$ cat config.mk
export PLATFORM = sky130hd
export DESIGN_NAME = hazard_scoreboard
export DESIGN_NICKNAME = d
export VERILOG_FILES = /design/src/rtl/hazard_scoreboard.sv
export SDC_FILE = /design/constraint.sdc
export NUM_CORES = 1
export LEC_CHECK = 0
export CAP_MARGIN = 20
export CORE_UTILIZATION = 43
export CTS_BUF_LIST = sky130_fd_sc_hd__clkbuf_16
export DETAILED_ROUTE_END_ITERATION = 10
export PLACE_DENSITY = 0.8
export SETUP_SLACK_MARGIN = 0.02
export SYNTH_ARGS = -nofsm -noshare
export SYNTH_HDL_FRONTEND = slang
export SYNTH_SLANG_ARGS = --single-unit
$ cat constraint.sdc
create_clock -name clk -period 3.1 [get_ports clk]
set_input_delay 0.775 -clock clk [delete_from_list [all_inputs] [get_ports clk]]
set_output_delay 0.775 -clock clk [all_outputs]
set_load 0.1 [all_outputs]
$ cat src/rtl/hazard_scoreboard.sv
// hazard_scoreboard: load-use and outstanding mul/div stall control with stall counters
module hazard_scoreboard #(
  parameter int CNT_WIDTH = 32
) (
  input  logic                 clk,
  input  logic                 rst,
  input  logic                 ID_VALID,
  input  logic [4:0]           ID_RS1,
  input  logic [4:0]           ID_RS2,
  input  logic [4:0]           ID_RD,
  input  logic                 ID_USES_RS1,
  input  logic                 ID_USES_RS2,
  input  logic                 ID_REG_WRITE,
  input  logic                 ID_IS_MULDIV,
  input  logic                 ID_EX_MEM_READ,
  input  logic [4:0]           ID_EX_RD,
  input  logic                 FLUSH,
  input  logic                 MD_DONE,
  output logic                 STALL,
  output logic                 BUBBLE,
  output logic                 MD_START,
  output logic                 MD_BUSY,
  output logic [4:0]           MD_PEND_RD,
  output logic [CNT_WIDTH-1:0] LOADUSE_CNT,
  output logic [CNT_WIDTH-1:0] MULDIV_CNT
);
  typedef enum logic {IDLE, BUSY} state_t;
  state_t               state_q, state_d;
  logic [4:0]           pend_rd_q, pend_rd_d;
  logic [CNT_WIDTH-1:0] lu_cnt_q, lu_cnt_d, md_cnt_q, md_cnt_d;
  logic                 md_start_q, md_start_d;
  logic                 load_use, md_hazard, issue;
  always_comb begin
    load_use = ID_VALID & ID_EX_MEM_READ & (ID_EX_RD != 5'd0) &
               ((ID_USES_RS1 & (ID_RS1 == ID_EX_RD)) | (ID_USES_RS2 & (ID_RS2 == ID_EX_RD)));
    md_hazard = ID_VALID & (state_q == BUSY) & (ID_IS_MULDIV | ((pend_rd_q != 5'd0) &
                ((ID_USES_RS1 & (ID_RS1 == pend_rd_q)) | (ID_USES_RS2 & (ID_RS2 == pend_rd_q)) |
                 (ID_REG_WRITE & (ID_RD == pend_rd_q)))));
    STALL = (load_use | md_hazard) & ~FLUSH & ~rst;
    BUBBLE = STALL;
    issue = ID_VALID & ID_IS_MULDIV & ~STALL & ~FLUSH & (state_q == IDLE);
    state_d = issue ? BUSY : (MD_DONE ? IDLE : state_q);
    pend_rd_d = issue ? ID_RD : ((state_q == BUSY) & MD_DONE ? 5'd0 : pend_rd_q);
    md_start_d = issue;
    lu_cnt_d = lu_cnt_q + CNT_WIDTH'(STALL & load_use);
    md_cnt_d = md_cnt_q + CNT_WIDTH'(STALL & ~load_use & md_hazard);
  end
  always_ff @(posedge clk) begin
    if (rst) begin
      state_q    <= IDLE;
      pend_rd_q  <= 5'd0;
      lu_cnt_q   <= '0;
      md_cnt_q   <= '0;
      md_start_q <= 1'b0;
    end else begin
      state_q    <= state_d;
      pend_rd_q  <= pend_rd_d;
      lu_cnt_q   <= lu_cnt_d;
      md_cnt_q   <= md_cnt_d;
      md_start_q <= md_start_d;
    end
  end
  assign MD_START    = md_start_q;
  assign MD_BUSY     = (state_q == BUSY);
  assign MD_PEND_RD  = pend_rd_q;
  assign LOADUSE_CNT = lu_cnt_q;
  assign MULDIV_CNT  = md_cnt_q;
endmodule

==> out/results.ini <==
[critical_path]
crit_fanout=2
start_kind=input pin
crit_chain=buf_6 -> buf_6 -> xnor2_2 -> nand4_1 -> o22ai_2 -> nand2_4 -> buf_6 -> o32ai_4 -> buf_12
crit_arrival_ns=2.30
cpMaxStageDelayCell=o32ai_4
crit_path_max_incr_delay_ns=0.37
cp_data_required_time_ns=2.32
critical_path.most_common_cell=buf_6
crit_path_end_kind=output pin
path_class=in2out

[clock_tree]
path_clk_slew_ns=0.06
cts_tree=done
htreeDepth=3
cts_root_buf=clkbuf_16
cts_sinks=71
cts_buffers=9
cts.path.max_buffers=2
cts_hold_buf=0
clock_latency_ns=0.33

[die]
core_area_sq_um=7730
io-pin-count=103
fp.dieH_um=91.3
num_rows=32
initial_utilization_pct=44.4
die_w_um=91.3
dieArea_sq_um=8340

[timing]
maxSlewHeadroom_pct=39.6
slew_violations=0
worstMarginPinSlew_ns=0.898
rsz0062_at_grt=true
fmax_mhz=325
finalWorstSetupSlack_ns=0.0228
fin_worst_skew_ns=0.00765
setup_violations=0
min_period_over_period_pct=99.3
fin_setup_tns_ns=0
hold_violations=0
fin_crit_ns=3.08

[finish]
nNetsFinal=551
final_cell_area_sq_um=5110
post-route-util_pct=66.1
num_antenna_cells=0
n_fill_cell=614
area_growth_pct=48.8
drive_above_1_share_pct=34.9

[drt]
postRouteWirelength_um=8620
dr.pass1.iters=4
via_count=3176
drc=0
via_per_inst=5.10
drt_iter0_drc=92
wire_per_inst_um=13.8
ant_nets=0

[global_route]
grt_pass1_wl_um=14300
antenna_found_initial=0
grt_use_total_pct=21.7
grt_pass1_vias=3082
grt_max_degree=36
gr-total-overflow=0

[power_and_ir_drop]
pwr-share-clk_pct=48.2
p_sw_uw=455
seqPwrFrac_pct=43.8
swShare_pct=21.6
ir_worst_vdd_uv=289
p_leak_nw=2.17
combPwrFrac_pct=8.0
intPower_mw=1.65
power.total_mw=2.11
power_density_nw_per_um2=412

[yosys]
syn_nets=426
ys.warnings.count=0
async_flop_share_pct=0
yosys.area.top_type_share_pct=41.4
yosys.area.top_type=dfxtp_1
synth_cells=392
yosys_register_bits=71
mappedNetlistArea_sq_um=3430
synth.distinct_cells=35
synthTopCellsByArea=dfxtp_1 (41%), xnor2_1 (11%), xor2_1 (9.4%), nor2_1 (6.8%), nand3_1 (3.5%)
synth_edf_count=0
synth_flop_cell=dfxtp_1
synth.most_common_cell=dfxtp_1
synth_common_cells=dfxtp_1 (71), nor2_1 (62), xnor2_1 (43), xor2_1 (37), nand2_1 (25)
yosysSeqAreaShare_pct=41.4
postSynthAreaPerCell_sq_um=8.76

[placement]
gp_congestion=0.845
placed_area_sq_um=4620
dpl.hpwl_um=6250
io_buffers=102
post-place-ws_ns=-0.782

[outcome]
status=complete, no violations

[flow_run]
cap_violations=0

[min_path]
hp-class=reg2reg

[logic make-up (layout without fill, tap and decap cells)]
family	after synthesis	count (layout)	share of synthesized area, %
compound gates	24	24	5.65
xor+xnor	80	80	20.4
fa+ha+maj	4	4	1.46
buf+inv	25	154	3.28
flops	71	71	41.4
simple gates	188	188	27.8
[per-layer routing]
layer | up-vias | track usage (%) | part of all wire, %
li1 | 1604 | - | -
met1 | 1461 | 26.1 | 44
met2 | 99 | 36.8 | 50
met3 | 12 | 4.61 | 4.5
met4 | 0 | 10.3 | 1.6
met5 | - | 0 | 0
[metrics by stage]
stage                     cells  hold slack (ns)
after global routing        623            0.563
after detailed placement    604            0.517
after CTS                   621            0.528
after global placement      604            0.495
after floorplan             392            0.859
final                       623            0.526
[placed cells by master (no fill, tap or decap), types with 6 or more instances in the layout]
cell / Yosys / layout
buf_4: 1 / 99
dfxtp_1: 71 / 66
nor2_1: 62 / 62
xor2_1: 37 / 36
xnor2_1: 43 / 35
nand3_1: 24 / 23
nand2_1: 25 / 23
nand4_1: 17 / 17
clkbuf_16: 0 / 10
clkbuf_2: 4 / 9
xnor2_2: 0 / 8
and4_1: 11 / 8
buf_6: 0 / 8
nor4_1: 13 / 7
and3_1: 9 / 7
nor3_1: 11 / 7
inv_1: 5 / 6
[worst max-delay path, delay by kind of cell]
kind            cells  cell delay [ns]
simple gates        2             0.22
compound gates      2             0.62
xor+xnor            1             0.12
buf+inv             4             0.57
[sequential cells by signal, indices dropped and copies added, names as in the netlist]
register / cells
LOADUSE_CNT: 32
MULDIV_CNT: 32
MD_PEND_RD: 5
MD_BUSY: 1
MD_START: 1
[power by group through the flow]
stage          logic (mW)  clock network [mW]  registers, mW
2_1_floorplan      0.0645                   0          0.960
3_3_place_gp        0.160                   0          0.941
3_5_place_dp        0.162                   0          0.941
4_1_cts             0.166                1.04          0.922
5_1_grt             0.179                1.07          0.922
6_report            0.168                1.02          0.922
[path summary, 6_finish.rpt]
| kind | start | to | slack (ns) | depth (start not counted) |
|---|---|---|---|---|
| min | LOADUSE_CNT[11]$_SDFF_PP0_ | LOADUSE_CNT[11]$_SDFF_PP0_ | 0.53 | 2 |
| min reg2reg | LOADUSE_CNT[11]$_SDFF_PP0_ | LOADUSE_CNT[11]$_SDFF_PP0_ | 0.53 | 2 |
| max reg2reg | MD_PEND_RD[0]$_SDFFE_PP0P_ | MULDIV_CNT[28]$_SDFF_PP0_ | 0.34 | 12 |
| max | ID_EX_RD[2] | STALL | 0.02 | 9 |
[final cells by class]
type	count	area (sq um)	share of cell area [%]
multi-input combinational	296	2170	42.4
sequential	71	1430	28.0
timing repair buffer	134	1060	20.8
clock buffer	10	250	4.90
tap	102	128	2.50
clock inverter	5	47.5	0.931
inverter	5	18.8	0.367
[repair_timing]
item	CTS	global route
pin swaps	18	27
buffers inserted	2	2
resized for setup	52	57
setup endpoints to repair	50	40
No activity file was read; power rests on OpenSTA's default activity.
